--- src/rtl/stack_unit.sv ---
// stack_unit: operand stack for the multicycle stack CPU.
// One command per cycle (push / pop / tos); pop and tos present the top word
// on the registered dout one cycle after the strobe. Illegal commands (more
// than one strobe, push while full, pop/tos while empty) leave all state alone.
// Optional feature: define STACK_UNIT_ERR_EN to build the sticky err register;
// otherwise err is tied low.
module stack_unit #(
    parameter int WIDTH = 8,
    parameter int DEPTH = 16
) (
    input  logic                     clk,
    input  logic                     rst,
    input  logic                     push,
    input  logic                     pop,
    input  logic                     tos,
    input  logic [WIDTH-1:0]         din,
    output logic [WIDTH-1:0]         dout,
    output logic [$clog2(DEPTH):0]   count,
    output logic                     empty,
    output logic                     full,
    output logic                     err
);

    localparam int AW = $clog2(DEPTH);
    localparam int CW = AW + 1;
    localparam logic [CW-1:0] SP_ONE  = CW'(1);
    localparam logic [CW-1:0] SP_ZERO = '0;
    localparam logic [CW-1:0] SP_FULL = CW'(DEPTH);
    localparam logic [AW-1:0] IX_ONE  = AW'(1);

    logic [WIDTH-1:0] mem [DEPTH];
    logic [CW-1:0]    sp;
    logic [AW-1:0]    wr_idx;
    logic [AW-1:0]    top_idx;
    logic             multi;
    logic             do_push;
    logic             do_pop;
    logic             do_tos;

    // sp equals occupancy; status flags are decoded straight from it
    assign count   = sp;
    assign empty   = (sp == SP_ZERO);
    assign full    = (sp == SP_FULL);

    // sp < DEPTH whenever a push is allowed, so the low bits address the free slot;
    // the top word sits one below (wraps harmlessly when empty, never used then)
    assign wr_idx  = sp[AW-1:0];
    assign top_idx = sp[AW-1:0] - IX_ONE;

    // decode the strobes into exactly one legal action or nothing
    always_comb begin
        multi   = (push & pop) | (push & tos) | (pop & tos);
        do_push = push & ~multi & ~full;
        do_pop  = pop  & ~multi & ~empty;
        do_tos  = tos  & ~multi & ~empty;
    end

    // storage array: written only by a legal push, never reset
    always_ff @(posedge clk) begin
        if (do_push) begin
            mem[wr_idx] <= din;
        end
    end

    // stack pointer and registered read data
    always_ff @(posedge clk or posedge rst) begin
        if (rst) begin
            sp   <= SP_ZERO;
            dout <= '0;
        end else begin
            if (do_push) begin
                sp <= sp + SP_ONE;
            end else if (do_pop) begin
                sp   <= sp - SP_ONE;
                dout <= mem[top_idx];
            end else if (do_tos) begin
                dout <= mem[top_idx];
            end
        end
    end

`ifdef STACK_UNIT_ERR_EN
    logic illegal;

    assign illegal = multi | (push & full) | (pop & empty) | (tos & empty);

    // sticky error: set by any illegal command, cleared only by reset
    always_ff @(posedge clk or posedge rst) begin
        if (rst) begin
            err <= 1'b0;
        end else if (illegal) begin
            err <= 1'b1;
        end
    end
`else
    assign err = 1'b0;
`endif

endmodule

--- config.mk ---
export PLATFORM = sky130hd
export DESIGN_NAME = stack_unit
export DESIGN_NICKNAME = d
export VERILOG_FILES = /design/src/rtl/stack_unit.sv
export SDC_FILE = /design/constraint.sdc
export NUM_CORES = 1
export LEC_CHECK = 0
export ABC_AREA = 0
export BUFFER_PORTS_ARGS = -buffer_cell sky130_fd_sc_hd__buf_2
export CAP_MARGIN = 20
export CORE_MARGIN = 3
export CORE_UTILIZATION = 50
export DETAILED_ROUTE_END_ITERATION = 6
export GPL_TIMING_DRIVEN = 0
export PLACE_DENSITY_LB_ADDON = 0.12
export RECOVER_POWER = 50
export SLEW_MARGIN = 20
export SYNTH_ARGS = -nofsm -noshare
export SYNTH_HDL_FRONTEND = slang
export SYNTH_SLANG_ARGS = --single-unit
--- constraint.sdc ---
create_clock -name clk -period 3.8 [get_ports clk]
set_clock_uncertainty 0.1 [all_clocks]
set_input_delay 1.14 -clock clk [delete_from_list [all_inputs] [get_ports clk]]
set_output_delay 1.14 -clock clk [all_outputs]
set_load 0.01 [all_outputs]
==> flow_metrics.tcl, run 1 <==
set metrics [dict create \
    status "completed" \
    max_freq_mhz 277 \
    synth-compound-area-share 0.0497 \
    diodes 0 \
    synthArstFlopShare 0.0922 \
    tns_ps 0 \
    die-area_um2 12900 \
    wl_per_cell_um 23.9 \
    netlist_instances 299 \
    fin_ws_ps 189 \
    arrival_ps 2370 \
    hold_class "register to register" \
    antenna_found_initial 0 \
    rrSetupSlack_ps 310 \
    cts_buffers 17 \
    synth_seq_cells 141 \
    start_util 0.523 \
    drt_pass1_iterations 5 \
    syn-cell-area_um2 5790 \
    clk_pin_slew_worst_paths_ps 60 \
    layout_commonest_cell "edfxtp_1" \
    hold_violations 0 \
    place_ws_ps 60.8 \
    ys_seq_area_frac 0.720 \
    endpoint_kind "output pin" \
    p_leak_nw 2.25 \
    grt_pass1_vias 3069 \
    syn_avg_cell_area_um2 19.4 \
    cap_violations 0 \
    worstSetupPathType "register to output pin" \
    yosys_warnings 0 \
    synth_edf_count 128 \
    slew_violations 0 \
    htreeDepth 4 \
    syn-num-nets 321 \
    synth.area.mux_share 0.131 \
    synthAdderAreaFrac 0.0207 \
    port_buffers 26 \
    via_per_inst 5.93 \
    gp_congestion 0.883 \
    synth_ff_type "edfxtp_1" \
    num_io_pins 29 \
    drc 0 \
    root_buffer "clkbuf_16" \
    grt_max_degree 17 \
    num_vias 2946 \
    powerDensity_nw_per_um2 798 \
    grt-ovfl-total 0 \
    fin_crit_sh 0.950 \
    period_needed_ps 3610 \
    area_growth_pct 15.8 \
    rsz0062_at_grt "false" \
    hold_slack_ps 450 \
    chipHeight_um 114 \
    synth_xor_area_frac 0.00605 \
    clockBufferDepth 2 \
    track_usage 0.202 \
    place_hpwl_um 7730 \
    final_util 0.605 \
    grt_pass1_wl_um 18300 \
    post_cts_buffers 0 \
    ys_types 43 \
    setup_violations 0 \
    numClockSinks 141 \
    synth_top_family_by_area "multiplexers" \
    start_kind "register" \
    tightest_slew_ps 805 \
    drt_iter0_drc 204 \
    final_cell_mix "edfxtp_1 (128), mux4_2 (32), clkbuf_1 (19), clkbuf_16 (17)" \
    synth_simple_gate_area_frac 0.0542 \
    drive_above_1_share 0.275 \
    fp.coreArea_um2 11100 \
    required_ps 2560 \
    ir_worst_vdd_uv 455 \
    max_slew_margin 0.460 \
    die_w_um 114 \
    critPathMaxFanout 10 \
    fin_nets 366 \
    rows 38 \
    tritoncts "yes" \
    power_mw 5.35 \
    insertion_delay_ps 410 \
    postRouteAntennaNets 0 \
    routed_wl_um 11900 \
]
[state kept, by name (all words and copies together) (netlist names)]
signal / count
mem: 128
dout: 8
count: 5
[Yosys cell counts, types with 2 or more instances]
master / count / area share
a21o_1: 2 / 0.0026
a31oi_2: 2 / 0.0043
edfxtp_1: 128 / 0.66
buf_2: 2 / 0.0017
mux2_4: 2 / 0.0052
xnor2_1: 2 / 0.0030
ha_1: 8 / 0.017
nor3_1: 5 / 0.0043
nor3b_1: 2 / 0.0026
clkbuf_1: 3 / 0.0019
inv_1: 5 / 0.0032
buf_4: 5 / 0.0065
xor2_1: 2 / 0.0030
mux4_2: 32 / 0.12
nand2_1: 5 / 0.0032
a21oi_1: 6 / 0.0052
a31oi_1: 8 / 0.0086
or3b_4: 2 / 0.0039
dfrtp_1: 13 / 0.056
nor2_1: 12 / 0.0078
and2_1: 16 / 0.017
a22oi_1: 16 / 0.021
[final cells by class]
class | instances | area [um^2]
fillers | 838 | 4370
flip-flops and latches | 141 | 4170
multi-input cells | 141 | 1540
clock buffers | 18 | 429
clock inverters | 14 | 175
well taps | 140 | 175
repair buffers | 26 | 111
plain buffers | 12 | 86.3
inverters | 5 | 18.8
[path summary, 6_finish.rpt]
path                       startpoint       end  cells past startpoint
min in group asynchronous         rst  count[2]                      2
setup / recovery             count[0]     empty                      7
hold reg to reg               dout[5]   dout[5]                      2
hold / removal                dout[5]   dout[5]                      2
max in group asynchronous         rst   dout[5]                      2
setup reg to reg             count[0]  count[4]                     13
[worst max-delay path: stages (launching register included)]
cell     delay [ps]
dfrtp_1         440
buf_4           220
buf_6           180
inv_1           140
ha_1            270
or3b_4          440
nor2_4          120
buf_2           140
[through the flow]
| stage | instance area [um^2] | cells |
|---|---|---|
| 6_report | 6710 | 497 |
| 5_1_grt | 6710 | 497 |
| 4_1_cts | 6700 | 497 |
| 3_5_place_dp | 6100 | 465 |
| 3_3_place_gp | 6090 | 465 |
| 2_1_floorplan | 5790 | 299 |
[repair_timing]
action,CTS,global route
hold buffers,0,0
setup endpoints to repair,0,3
gates resized for setup,0,6
[logic make-up after synthesis]
logic type / Yosys count
flops: 141
simple gates: 53
fa+ha+maj: 9
compound gates: 39
other cells: 1
buf+inv: 17
xor+xnor: 4
mux: 35
[per-layer routing]
layer  routed length (um)  vias up  GRT usage
li1                     -     1311          -
met1                 5350     1529      0.291
met2                 5670       94      0.307
met3                  690       12     0.0403
met4                  148        0     0.0793
met5                    0        -          0
[power breakdown]
group | switching, mW | internal (mW)
logic | 0.990 | 0.793
clock network | 0.598 | 1.09
registers | 0.0868 | 1.80
total | 1.67 | 3.68
Note: power is estimated with default switching activity, not from simulation.
==> inputs of run 2 (changes only) <==
- ABC_AREA: 0 -> 1
- SKIP_LAST_GASP: unset -> 1
==> run 2 against run 1 <==
- die area increased by 9.1%
- sequential share of layout area shrank 4.9 points
- fmax increased by 4.6%
- final area up 8.5%
- largest cell class unchanged
==> flow_metrics.tcl, run 2 <==
set metrics [dict create \
    status "completed" \
    ys_top_cells_by_count "nand2_1 (217), edfxtp_1 (128), nand3_1 (103)" \
    final_cell_mix "nand2_1 (217), edfxtp_1 (128), nand3_1 (103), inv_1 (61), inv_2 (52)" \
    num_io_pins 29 \
    slew_violations 0 \
    setup_violations 0 \
    worstSetupPathType "register to output pin" \
    ir_worst_vdd_uv 424 \
    rrSetupSlack_ps 680 \
    chipHeight_um 119 \
    clk_pin_slew_worst_paths_ps 60 \
    fp.coreArea_um2 12200 \
    hold_depth 2 \
    switching_power_mw 2.42 \
    yosys_warnings 0 \
    num_vias 4420 \
    critPathMaxFanout 12 \
    ys_seq_area_frac 0.657 \
    worst_hold_startpoint "dout[3]" \
    required_ps 2560 \
    drive_above_1_share 0.161 \
    antenna_found_initial 0 \
    numClockSinks 141 \
    layout_commonest_cell "nand2_1" \
    period_needed_ps 3450 \
    syn-num-nets 662 \
    routed_wl_um 15500 \
    cap_violations 0 \
    die-area_um2 14100 \
    track_usage 0.235 \
    yosys-top-cells-area "edfxtp_1 (61%), nand2_1 (13%), nand3_1 (8.1%), dfrtp_1 (5.1%), inv_1 (3.6%)" \
    max_slew_margin 0.266 \
    postRouteAntennaNets 0 \
    swShare 0.402 \
    start_util 0.520 \
    drt_pass1_iterations 4 \
    area_growth_pct 14.6 \
    arrival_ps 2210 \
    grt_max_degree 17 \
    min_to "dout[3]" \
    ys_types 23 \
    cts_resized 0 \
    synth_ff_type "edfxtp_1" \
    grt_pass1_wl_um 23900 \
    diodes 0 \
    powerDensity_nw_per_um2 829 \
    endpoint_kind "output pin" \
    wl_per_cell_um 18.0 \
    synthArstFlopShare 0.0922 \
    r2r-end "mem[1][0]" \
    synth_top_area_frac 0.605 \
    rows 40 \
    htreeDepth 4 \
    fin_nets 708 \
    crit_path_top_delay_cell "dfrtp_1" \
    grt-ovfl-total 0 \
    via_per_inst 5.11 \
    power_mw 6.03 \
    nFillCells 1103 \
    syn-cell-area_um2 6350 \
    crit_path_frequent_cell "buf_2" \
    tightest_slew_ps 1100 \
    r2r_start "count[0]" \
    netlist_instances 640 \
    hold_class "register to register" \
    largest-register "mem" \
    yosysTopAreaCell "edfxtp_1" \
    start_kind "register" \
    max_freq_mhz 290 \
    clockBufferDepth 2 \
    tritoncts "yes" \
    pwr-share-seq 0.311 \
    port_buffers 27 \
    grt_pass1_vias 4078 \
    synth_edf_count 128 \
    gp_congestion 0.957 \
    drc 0 \
    hold_violations 0 \
    cts_buffers 17 \
    synthMostInstantiatedCell "nand2_1" \
    p_comb_frac 0.409 \
    fin_crit_sh 0.908 \
    max_stage_delay_ps 520 \
    drt_iter0_drc 447 \
    hold_buffers 0 \
    root_buffer "clkbuf_16" \
    path_cells "inv_2, buf_2, buf_2, ha_1, nand3_1, inv_2, buf_2" \
    die_w_um 119 \
    syn_avg_cell_area_um2 9.92 \
    synth_seq_cells 141 \
    r2r_cells 9 \
    place_hpwl_um 10800 \
    tns_ps 0 \
    p_leak_nw 3.19 \
    rsz0062_at_grt "false" \
    insertion_delay_ps 420 \
    clockPowerShare 0.280 \
    largest_reg_flops 128 \
    p_int_mw 3.61 \
    post_cts_buffers 0 \
]
## run 2: per-layer routing
layer / up-vias / part of all wire / GRT usage
li1: 2140 / - / -
met4: 0 / 0.026 / 0.0970
met2: 147 / 0.43 / 0.329
met1: 2106 / 0.46 / 0.351
met3: 27 / 0.081 / 0.0560
met5: - / 0 / 0
## run 2: logic make-up (layout without fill, tap and decap cells)
| group | count (synthesis) | count (layout) | synth area share |
|---|---|---|---|
| AND/OR/NAND/NOR | 342 | 342 | 0.225 |
| flip-flops | 141 | 141 | 0.657 |
| buffers and inverters | 138 | 195 | 0.0855 |
| adder cells (fa/ha/maj) | 9 | 9 | 0.0189 |
| XOR/XNOR | 5 | 5 | 0.00927 |
| AO/OA/AOI/OAI | 4 | 4 | 0.00355 |
| other | 1 | 1 | 0.000591 |
## run 2: final cells by class
cell class / count / area [um^2] / share of cell area
plain buffers: 25 / 119 / 0.0163
clock buffers: 17 / 425 / 0.0585
clock inverters: 13 / 175 / 0.0241
inverters: 113 / 424 / 0.0583
multi-input cells: 361 / 1640 / 0.225
flip-flops and latches: 141 / 4170 / 0.573
well taps: 168 / 210 / 0.0289
repair buffers: 27 / 116 / 0.0160
## run 2: critical path: cells and delay by family, from the launching register on
family	cells	cell delay (ps)
buffers and inverters	5	900
flip-flops	1	520
AND/OR/NAND/NOR	1	120
adder cells (fa/ha/maj)	1	250
## run 2: stage by stage
stage,util,hold WS [ps],instance area [um^2],setup slack [ps],instances
3_5_place_dp,0.548,370,6690,691,835
2_1_floorplan,-,415,6350,1210,640
6_report,0.596,384,7280,349,865
5_1_grt,0.596,422,7280,185,865
4_1_cts,0.597,385,7290,336,865
3_3_place_gp,0.548,358,6690,699,835
## run 2: how the worst max path moves through the flow
stage,start,endpoint,slack [ps],depth (start not counted)
after global routing,count[0],empty,180,7
final,count[0],empty,350,7
after CTS,count[0],empty,340,7
after global placement,pop,mem[1][7],700,6
after detailed placement,pop,mem[1][0],690,6
after floorplan,pop,count[4],1210,10
## run 2: power groups by stage
| stage | sequential [mW] | clock (mW) | combinational, mW |
|---|---|---|---|
| 4_1_cts | 1.88 | 1.70 | 2.46 |
| 6_report | 1.88 | 1.69 | 2.47 |
| 5_1_grt | 1.89 | 1.78 | 2.72 |
| 2_1_floorplan | 1.92 | 0 | 1.56 |
| 3_5_place_dp | 1.91 | 0 | 2.44 |
| 3_3_place_gp | 1.90 | 0 | 2.42 |
==> inputs of run 3 (changes only) <==
- PLACE_DENSITY_LB_ADDON: 0.12 -> 0.08
==> run 3 against run 2 <==
- sequential power barely moved
- via count decreased by 0.36%
- final area down 0.28%
- first-iteration DRC count is 14% higher
- sequential share of layout area is 0.16 points higher
- wire length increased by 1.1%
- critical path depth did not move
- register-to-register slack got worse by 30 ps
- critical endpoint unchanged
- highest routed layer unchanged
==> flow_metrics.tcl, run 3 (synthesized netlist as in run 2, its figures left out) <==
set metrics [dict create \
    status "completed" \
    worst_hold_startpoint "dout[6]" \
    r2r_start "count[0]" \
    grt_pass1_wl_um 24000 \
    critPathMaxFanout 12 \
    chipHeight_um 119 \
    fin_crit_sh 0.912 \
    startpoint "count[0]" \
    period_needed_ps 3470 \
    fin_nets 708 \
    drive_above_1_share 0.159 \
    fin_cells 867 \
    cts_buffers 17 \
    hold_buffers 0 \
    largest-register "mem" \
    top_usage_layer "met1" \
    tightest_slew_ps 1090 \
    use_met1 0.365 \
    endpoint_kind "output pin" \
    root_buffer "clkbuf_16" \
    arrival_ps 2230 \
    p_leak_nw 3.17 \
    powerDensity_nw_per_um2 826 \
    insertion_delay_ps 420 \
    rows 40 \
    diodes 0 \
    fin_ws_ps 333 \
    path_cells "inv_2, buf_2, buf_2, ha_1, nand3_1, inv_2, buf_2" \
    grt_pass1_vias 4057 \
    antenna_found_initial 0 \
    track_usage 0.235 \
    setup_violations 0 \
    clockBufferDepth 2 \
    cts_resized 0 \
    worstSetupPathType "register to output pin" \
    routed_wl_um 15700 \
    place_ws_ps 589 \
    drt_pass1_iterations 6 \
    max_slew_margin 0.270 \
    rsz0062_at_grt "false" \
    grt_max_degree 17 \
    postRouteAntennaNets 0 \
    largest_reg_flops 128 \
    required_ps 2560 \
    layout_commonest_cell "nand2_1" \
    final_cell_mix "nand2_1 (217), edfxtp_1 (128), nand3_1 (103), inv_1 (61), inv_2 (52)" \
    hold_violations 0 \
    fp.coreArea_um2 12200 \
    hold_class "register to register" \
    clk_pin_slew_worst_paths_ps 60 \
    grt-ovfl-total 0 \
    die_w_um 119 \
    final_util 0.594 \
    cap_violations 0 \
    place_hpwl_um 10600 \
    start_kind "register" \
    gp_congestion 0.934 \
    drc 0 \
    cp_num_buf_inv 5 \
    port_buffers 27 \
    dp.cells 835 \
    wl_per_cell_um 18.1 \
    numClockSinks 141 \
    max_freq_mhz 288 \
    ir_worst_vdd_uv 388 \
    crit_path_frequent_cell "buf_2" \
    drt_iter0_drc 510 \
    max_stage_delay_ps 520 \
    num_io_pins 29 \
    slew_violations 0 \
    met3_usage 0.0464 \
    via_per_inst 5.08 \
    area_growth_pct 14.3 \
    num_vias 4404 \
    htreeDepth 4 \
    tns_ps 0 \
    crit_path_top_delay_cell "dfrtp_1" \
    tritoncts "yes" \
    critPathTopFamily "buffers and inverters" \
    start_util 0.520 \
    die-area_um2 14100 \
    hold_slack_ps 378 \
    grtUsageMet2 0.324 \
    post_cts_buffers 0 \
]
## run 3: cell count changes in the layout (fill, tap and decap cells not counted), sizes merged
cell,before,now
clkinv,7,8
clkbuf,41,42
clkinvlp,2,3
bufinv,4,3
## run 3: path summary, 6_finish.rpt
kind	cells past startpoint	slack (ps)	to
worst max-delay path	7	330	empty
worst max register to register	13	650	dout[3]
worst min register to register	2	380	dout[6]
max in group asynchronous	2	2640	count[1]
min in group asynchronous	2	630	count[0]
worst min-delay path	2	380	dout[6]
## run 3: per-layer routing
metal	wire [um]	share of wire
met3	991	0.063
met4	361	0.023
met2	6790	0.43
met1	7560	0.48
met5	0	0
## run 3: worst reg2reg max path, delay by kind of cell, from the launching register on
family	cells	cell delay [ps]
buf+inv	6	1530
fa+ha+maj	1	280
simple gates	6	660
flops	1	520
## run 3: through the flow
stage          area, um^2  power, mW
2_1_floorplan        6350       3.48
3_3_place_gp         6690       4.34
3_5_place_dp         6690       4.36
4_1_cts              7270       5.98
5_1_grt              7260       6.35
6_report             7260       5.99
## run 3: power by group
part / switching (mW) / internal (mW) / total (mW)
Combinational: 1.77 / 0.730 / 2.50
Clock: 0.605 / 1.02 / 1.62
Sequential: 0.0785 / 1.80 / 1.87
## run 3: area by class of cell
| class | count | area, um^2 |
|---|---|---|
| plain buffers | 25 | 119 |
| clock buffers | 18 | 429 |
| clock inverters | 14 | 151 |
| fillers | 1092 | 4960 |
| inverters | 113 | 424 |
| multi-input cells | 361 | 1640 |
| flip-flops and latches | 141 | 4170 |
| well taps | 168 | 210 |
| repair buffers | 27 | 116 |
